**config.mk**
```make
export PLATFORM = sky130hd
export DESIGN_NAME = packet_filter_buffer
export DESIGN_NICKNAME = d
export VERILOG_FILES = /design/src/rtl/packet_filter_buffer.sv
export SDC_FILE = /design/constraint.sdc
export NUM_CORES = 1
export LEC_CHECK = 0
export BUFFER_PORTS_ARGS = -buffer_cell sky130_fd_sc_hd__buf_2
export CORE_AREA = 5 5 400 323
export DETAILED_ROUTE_END_ITERATION = 10
export DIE_AREA = 0 0 405 328
export GPL_ROUTABILITY_DRIVEN = 0
export HOLD_SLACK_MARGIN = 0.05
export PLACE_DENSITY = 0.6
export REMOVE_ABC_BUFFERS = 1
export SETUP_SLACK_MARGIN = 0.4
export SYNTH_ARGS = -nofsm -noshare
export SYNTH_HDL_FRONTEND = slang
export SYNTH_SLANG_ARGS = --single-unit
```
**constraint.sdc**
```tcl
create_clock -name clk_host -period 11.29 [get_ports clk_host]
set_clock_uncertainty 0.1 [all_clocks]
set_input_delay 0.5645 -clock clk_host [delete_from_list [all_inputs] [get_ports clk_host]]
set_output_delay 0.5645 -clock clk_host [all_outputs]
set_load 0.02 [all_outputs]
```
**src/rtl/packet_filter_buffer.sv**
```systemverilog
// packet_filter_buffer: store-and-forward buffer that drops filtered, oversized and truncated packets.
// Optional drop counter port drop_cnt enabled by defining PKT_FILTER_DROP_CNT_EN.
module packet_filter_buffer #(
    parameter int WIDTH_DATA_BYTES  = 8,
    parameter int WIDTH_HDR_A_BYTES = 6,
    parameter int DEPTH             = 16
) (
    input  logic                           clk_host,
    input  logic                           rst_n,
    input  logic                           bus_in_valid,
    input  logic                           bus_in_sop,
    input  logic                           bus_in_eop,
    input  logic [WIDTH_DATA_BYTES-1:0]    bus_in_byteen,
    input  logic [8*WIDTH_DATA_BYTES-1:0]  bus_in_data,
    input  logic [8*WIDTH_HDR_A_BYTES-1:0] headerA,
    input  logic                           cfg_filter_en,
    input  logic [8*WIDTH_HDR_A_BYTES-1:0] cfg_match_a,
    input  logic                           bus_out_ready,
    output logic                           bus_out_valid,
    output logic                           bus_out_sop,
    output logic                           bus_out_eop,
    output logic [WIDTH_DATA_BYTES-1:0]    bus_out_byteen,
    output logic [8*WIDTH_DATA_BYTES-1:0]  bus_out_data,
    output logic [$clog2(DEPTH):0]         buf_level
`ifdef PKT_FILTER_DROP_CNT_EN
    ,
    output logic [15:0]                    drop_cnt
`endif
);
    localparam int AW = $clog2(DEPTH);
    localparam int PW = AW + 1;
    localparam int EW = 2 + WIDTH_DATA_BYTES + 8 * WIDTH_DATA_BYTES;
    localparam logic [1:0] S_IDLE    = 2'd0;
    localparam logic [1:0] S_ACCEPT  = 2'd1;
    localparam logic [1:0] S_DISCARD = 2'd2;
    localparam logic [PW-1:0] ONE  = PW'(1);
    localparam logic [PW-1:0] FULL = PW'(DEPTH);

    logic [EW-1:0] mem_q [DEPTH];
    logic [1:0]    state_q, state_d;
    logic [PW-1:0] ws_q, ws_d, wc_q, wc_d, rd_q, rd_d;
    logic [PW-1:0] base, wr_ptr;
    logic          out_valid_q, out_valid_d;
    logic [EW-1:0] out_entry_q, out_entry_d;
    logic          we, drop, mismatch, empty, load;

    assign mismatch = cfg_filter_en && (headerA != cfg_match_a);
    // A sop while accepting abandons the open packet, so the new one starts at the committed pointer.
    assign base = (state_q == S_ACCEPT) ? wc_q : ws_q;

    always_comb begin
        state_d = state_q;
        ws_d    = ws_q;
        wc_d    = wc_q;
        we      = 1'b0;
        wr_ptr  = ws_q;
        drop    = 1'b0;
        if (bus_in_valid) begin
            if (bus_in_sop) begin
                drop = (state_q == S_ACCEPT);
                ws_d = base;
                if (mismatch || (base - rd_q) == FULL) begin
                    drop    = 1'b1;
                    state_d = bus_in_eop ? S_IDLE : S_DISCARD;
                end else begin
                    we      = 1'b1;
                    wr_ptr  = base;
                    ws_d    = base + ONE;
                    wc_d    = bus_in_eop ? base + ONE : wc_q;
                    state_d = bus_in_eop ? S_IDLE : S_ACCEPT;
                end
            end else if (state_q == S_ACCEPT) begin
                if ((ws_q - rd_q) == FULL) begin
                    ws_d    = wc_q;
                    drop    = 1'b1;
                    state_d = bus_in_eop ? S_IDLE : S_DISCARD;
                end else begin
                    we      = 1'b1;
                    ws_d    = ws_q + ONE;
                    wc_d    = bus_in_eop ? ws_q + ONE : wc_q;
                    state_d = bus_in_eop ? S_IDLE : S_ACCEPT;
                end
            end else if (state_q == S_DISCARD && bus_in_eop) begin
                state_d = S_IDLE;
            end
        end
    end

    assign empty = (wc_q == rd_q);
    assign load  = (!out_valid_q || bus_out_ready) && !empty;

    always_comb begin
        rd_d        = load ? rd_q + ONE : rd_q;
        out_valid_d = load ? 1'b1 : (bus_out_ready ? 1'b0 : out_valid_q);
        out_entry_d = load ? mem_q[rd_q[AW-1:0]] : out_entry_q;
    end

    always_ff @(posedge clk_host) begin
        if (we) mem_q[wr_ptr[AW-1:0]] <= {bus_in_sop, bus_in_eop, bus_in_byteen, bus_in_data};
    end

    always_ff @(posedge clk_host or negedge rst_n) begin
        if (!rst_n) begin
            state_q     <= S_IDLE;
            ws_q        <= '0;
            wc_q        <= '0;
            rd_q        <= '0;
            out_valid_q <= 1'b0;
            out_entry_q <= '0;
        end else begin
            state_q     <= state_d;
            ws_q        <= ws_d;
            wc_q        <= wc_d;
            rd_q        <= rd_d;
            out_valid_q <= out_valid_d;
            out_entry_q <= out_entry_d;
        end
    end

    assign bus_out_valid = out_valid_q;
    assign {bus_out_sop, bus_out_eop, bus_out_byteen, bus_out_data} = out_entry_q;
    assign buf_level = (wc_q - rd_q) + PW'(out_valid_q);

`ifdef PKT_FILTER_DROP_CNT_EN
    logic [15:0] drop_cnt_q, drop_cnt_d;

    assign drop_cnt_d = (drop && drop_cnt_q != 16'hFFFF) ? drop_cnt_q + 16'd1 : drop_cnt_q;

    always_ff @(posedge clk_host or negedge rst_n) begin
        if (!rst_n) drop_cnt_q <= '0;
        else drop_cnt_q <= drop_cnt_d;
    end

    assign drop_cnt = drop_cnt_q;
`else
    logic drop_unused;
    assign drop_unused = drop;
`endif
endmodule
```
# --- After elaboration in Yosys (flattened, before gate mapping) ---
# Memories as Yosys holds them, arrays and structs flattened. A register that Yosys moved wholly into a read port is not among the register bits.
# Cells that the tools add are included.
totals:
  ff_bits: 18
  ramBits: 1184
  in_bits: 175
  out_inout_bits: 80
  wordCells: 65
  n_memories: 1
classes:
  addsub: 7
  eq_ne: 8
  mux: 30
  reduce_logical: 14
memory_table:
  columns: ["memory", "words", "width", "rd", "rd_clocked_by_memory_dff", "wr", "line", "rtl"]
  rows:
  - ["mem_q", 16, 74, 1, 1, 1, "39", "logic [EW-1:0] mem_q [DEPTH];"]
op_table:
  columns: ["cell", "n"]
  rows:
  - ["$mux W5", 11]
  - ["$ne A48 B48 Y1", 1]
  - ["$add A5 B1 Y5 const B", 3]
  - ["$sub A5 B5 Y5", 3]
  - ["$mux W2", 6]
  - ["$mux W4", 3]
  - ["$eq A5 B5 Y1 const B", 2]
  - ["$mux W1", 10]
  - ["$add A5 B1 Y5", 1]
  - ["$eq A5 B5 Y1", 1]
  - ["$reduce_and A5 Y1", 1]
  - ["$ne A2 B2 Y1 const B", 2]
  - ["$reduce_and A2 Y1", 2]
  - ["$reduce_bool A2 Y1", 2]
  - ["$logic_and A1 B1 Y1", 3]
  - ["$logic_not A1 Y1", 3]
  - ["$reduce_bool A3 Y1", 1]
  - ["$eq A2 B1 Y1 const B", 1]
  - ["$eq A2 B2 Y1 const B", 1]
  - ["$logic_or A1 B1 Y1", 2]

# --- Depth between registers and ports, before layout ---
logic_depth:
  ltp_word: 10
  mapped_depth: 14
  mapped_depth_nobuf: 11

# --- Least setup slack after synthesis ---
# Ideal clock, no wire load.
synth_timing:
  kind: "reg2reg"
  startpoint: "register rd_q[1]"
  endpoint: "memory mem_q[2][0] (netlist name) (enable)"
  setup_ns: 0.597
  arrival_ns: 8.364
  t_required_ns: 10.593
  slack_ns: 2.229
  path_stages_with_launch: 15
  n_path_buf: 5
  synth_period_minus_slack_ns: 9.061
  path_cell_list: "dfrtp_1 clkbuf_1 buf_1 buf_1 inv_1 ha_1 nand2_1 o21ai_0 mux2_2 a22o_4 o31a_1 nand2b_4 buf_6 buf_8 nor3_1"
synth_via:
  elab_chain_len: 8
  elab_cells_between_ends: 15
  cone_classes: "add/sub: 2; eq/ne: 2; mux: 10; reduce/logical: 1"
synth_lines:
  columns: ["element", "line", "rtl"]
  rows:
  - ["start, declared", "41", "logic [PW-1:0] ws_q, ws_d, wc_q, wc_d, rd_q, rd_d;"]
  - ["start signal, assigned", "114", "rd_q <= rd_d;"]
  - ["$sub A5 B5 Y5 (on tied branches)", "73, 62", null]
  - ["$eq A5 B5 Y1 (on tied branches)", "73, 62", null]
  - ["$mux W1 or $logic_or A1 B1 Y1 (tied branches)", "73, 62", null]
  - ["$mux W1 (on tied branches)", "72, 62", null]
  - ["$mux W1", "59", "if (bus_in_sop) begin"]
  - ["$mux W1", "58", "if (bus_in_valid) begin"]
  - ["$mux W1", "99", "if (we) mem_q[wr_ptr[AW-1:0]] <= {bus_in_sop, bus_in_eop, bus_in_byteen, bus_in_data};"]
  - ["$mux W1 (implied by the code)", "99", null]
  - ["end, declared", "39", null]
# Parallel ways exist; a longest one is shown, timed or not.

# --- Worst setup path after layout ---
layout_timing:
  startpoint: "register state_q[1]"
  endpoint: "memory mem_q[3][44] (netlist name) (enable)"
layout_via:
  elab_chain_len: 10
  elab_cells_between_ends: 14
  cone_classes: "add/sub: 1; eq/ne: 2; mux: 10; reduce/logical: 1"
layout_lines:
  columns: ["element", "line", "rtl"]
  rows:
  - ["start, declared", "40", "logic [1:0] state_q, state_d;"]
  - ["start signal, assigned", "111", "state_q <= state_d;"]
  - ["$eq A2 B1 Y1 *", "49, 72", null]
  - ["$mux W5", "49", "assign base = (state_q == S_ACCEPT) ? wc_q : ws_q;"]
  - ["$sub A5 B5 Y5", "62", "if (mismatch || (base - rd_q) == FULL) begin"]
  - ["$eq A5 B5 Y1", "62", null]
  - ["$logic_or A1 B1 Y1", "62", null]
  - ["$mux W1", "62", null]
  - ["$mux W1", "59", null]
  - ["$mux W1", "58", null]
  - ["$mux W1", "99", null]
  - ["$mux W1 (implied by the code)", "99", null]
# Mark *: on every way between the ends. The rest lies on a longest branch, timed or not.

==> flow_summary.json <==
{
  "outcome": "finished, final reports clean",
  "overflow": 0,
  "relSlewSlack_pct": 20.33,
  "hp-start": "bus_in_data[38]",
  "htree_levels": 3,
  "crit_path_max_incr_delay_ns": 0.67,
  "cp_cell_sequence": "nand2b_1 > mux2i_1 > clkinv_1 > ha_1 > nand2_1 > o21ai_0 > mux2_2 > a22oi_1 > nand3_2 > mux2i_1 > nor3_2 > buf_4 > buf_4",
  "r2r_setup_slack_ns": 5.72,
  "reg2regPathDepth": 13,
  "worst_slew_pin_slew_ns": 1.190,
  "avgRoutedWirePerCell_um": 26.84,
  "slew_viol_final": 0,
  "synth_top_cell_by_area": "edfxtp_1",
  "ios": 255,
  "totalWireLength_mm": 112.2,
  "synthDistinctLibCells": 53,
  "pwr_density_cell_nw_per_um2": 243.0,
  "die-width_um": 405,
  "dieArea_um2": 132800,
  "netlist_area_um2": 49500,
  "drc": 0,
  "vias": 22890,
  "synth-async-reset-ratio_pct": 7.210,
  "rows": 116,
  "max_freq_mhz": 179.5,
  "syn_avg_cell_area_um2": 23.54,
  "fp.coreArea_um2": 124500,
  "arrival_ns": 5.81,
  "cts_root_buffer": "clkbuf_16",
  "initial_core_util_pct": 39.75,
  "ir_drop_mv": 0.2185,
  "syn2layout_area_growth_pct": 14.77,
  "place_inst": 3958,
  "via_per_inst": 5.478,
  "die_y_um": 328,
  "finalHoldViolations": 0,
  "instances_no_fill": 4179,
  "reg2reg_from": "state_q[1]",
  "fill_cells": 10300,
  "clkSinkCount": 1276,
  "fin_crit_sh_pct": 49.34,
  "ant_nets": 0,
  "crit_path_top_delay_cell": "buf_4",
  "track_usage_pct": 16.80,
  "setup_viol": 0,
  "rsz0062_at_grt": "false",
  "synth_top_area_share_pct": 71.82,
  "drv_cap": 0,
  "setup_ws_ns": 5.719,
  "yosys-top-cells-area": "edfxtp_1 72%, mux4_2 17%, dfrtp_1 4.7%, mux2_2 1.8%, xor2_1 0.94%",
  "cts_buffer_depth": 3,
  "synth_cells": 2103,
  "yosysWarnings": 0,
  "cp-start-kind": "flop",
  "cts_buffers": 114,
  "synth_edf_count": 1184,
  "p_leak_nw": 18.42,
  "synthFlopType": "edfxtp_1",
  "period_minus_slack_ns": 5.571,
  "port_buffers": 254,
  "ctsResizeCount": 0,
  "cp.required_ns": 11.53,
  "grt_pass1_wl_mm": 165.2,
  "min_path_cells": 1,
  "insertion_delay_ns": 0.71,
  "nets": 2619,
  "ys_seq_area_share_pct": 76.48,
  "clk_pin_slew_ns": 0.06,
  "post_cts_buffers": 0,
  "holdPathEnd": "mem_q[13][38]",
  "synth_seq_cells": 1276,
  "endpoint_kind": "flop",
  "ctsHoldBuffers": 2,
  "worstSetupPathType": "flop to flop",
  "post-place-ws_ns": 5.810,
  "grt_max_degree": 102,
  "reg2reg_to": "mem_q[3][44]",
  "min_path_type": "primary input to flop",
  "dp_hpwl_mm": 63.30,
  "first_global_vias": 24190,
  "finalSetupTns_ns": 0,
  "crit_fanout": 39,
  "drive_gt1_share_pct": 38.17,
  "tritoncts": "built",
  "drt_iter0_drc": 1847,
  "drt_pass1_iterations": 5,
  "antenna_found_initial": 7
}
==> synthesized netlist by cell type (18+ instances only) <==
cell      number
mux2_2        79
inv_1         19
edfxtp_1    1184
xor2_1        53
clkbuf_1      56
ha_1          19
buf_2         25
nor2_1        21
mux4_2       370
nand2_1       18
nor3_1        24
dfrtp_1       92
==> power breakdown <==
group          switching [W]  internal, W
Clock                0.00170      0.00229
Combinational        0.00205      0.00196
Sequential          0.000274      0.00553
Total                0.00403      0.00977
==> cells in the final DEF, fill, tap and decap left out, types with 4 or more instances in the layout <==
| cell type | instances |
|---|---|
| clkbuf_16 | 116 |
| edfxtp_1 | 1184 |
| nor4_1 | 13 |
| nand2_1 | 18 |
| nor2b_1 | 6 |
| clkbuf_1 | 18 |
| clkinv_1 | 12 |
| nand2b_1 | 6 |
| xnor2_1 | 13 |
| nor2_1 | 21 |
| nand4_1 | 6 |
| mux2i_1 | 15 |
| buf_4 | 43 |
| xor2_1 | 53 |
| inv_6 | 6 |
| clkinvlp_4 | 7 |
| mux2_2 | 79 |
| nor3_2 | 17 |
| dfrtp_1 | 89 |
| mux4_2 | 370 |
| clkbuf_8 | 16 |
| clkinv_2 | 26 |
| inv_1 | 18 |
| diode_2 | 4 |
| buf_2 | 253 |
| ha_1 | 19 |
| o31ai_1 | 4 |
| o21ai_0 | 9 |
| bufinv_16 | 13 |
| a21oi_1 | 15 |
| nor3_1 | 8 |
==> final cells by class <==
cell class | count | area [µm²] | share of cell area, %
Sequential cell | 1276 | 37870 | 66.65
Multi-Input combinational cell | 712 | 11250 | 19.80
Clock buffer | 150 | 3191 | 5.616
Tap cell | 1652 | 2067 | 3.638
Timing Repair Buffer | 300 | 1649 | 2.903
Clock inverter | 65 | 703.2 | 1.238
Inverter | 20 | 80.08 | 0.1409
Antenna cell | 4 | 10.01 | 0.01762
==> through the flow <==
stage | utilization [%] | hold WS (ns) | total power [W] | cell area, µm²
global placement | 42.47 | 0.3664 | 0.009945 | 52890
detailed placement | 42.47 | 0.3657 | 0.01002 | 52890
finish | 45.62 | 0.1210 | 0.01381 | 56810
floorplan | - | 0.1689 | 0.009732 | 49090
global route | 45.62 | 0.08142 | 0.01444 | 56800
CTS | 45.62 | 0.06310 | 0.01402 | 56800
==> state kept, by name, summed over array words and instances, names as in the netlist <==
name / count
state_q: 2
out_entry_q: 74
wc_q: 5
rd_q: 5
mem_q: 1184
bus_out_valid: 1
ws_q: 5
==> worst max-delay path, delay by kind of cell, from the launching register on <==
family / cells / cell delay, ns
buffers and inverters: 3 / 1.54
muxes: 3 / 1.04
and+or+nand+nor: 4 / 0.94
AOI/OAI and AO/OA: 2 / 0.67
DFF: 1 / 0.42
adders and majority gates: 1 / 0.40
==> cells by family after synthesis <==
kind of cell               after synthesis  synth area share (%)
AOI/OAI and AO/OA                       53                0.7381
buffers and inverters                  115                0.9883
xor gates and xnor gates                66                 1.168
adders and majority gates               20                0.5207
and+or+nand+nor                        109                 1.175
muxes                                  464                 18.93
DFF                                   1276                 76.48
==> layer usage <==
layer	track usage [%]	share of wire (%)
met5	0	0
met4	3.496	2.0
met3	3.226	5.4
met2	27.85	50
met1	23.44	43
==> how the worst max path moves through the flow <==
stage	start	end	slack, ns	depth (start not counted)
after global routing	state_q[1]	mem_q[3][28]	5.45	13
after detailed placement	state_q[1]	mem_q[5][71]	5.81	13
after global placement	state_q[1]	mem_q[6][3]	5.78	13
after CTS	state_q[1]	mem_q[6][36]	5.76	13
after floorplan	rd_q[0]	mem_q[11][0]	-7.62	7
final	state_q[1]	mem_q[3][44]	5.72	13
(Power assumes the default switching activity.)
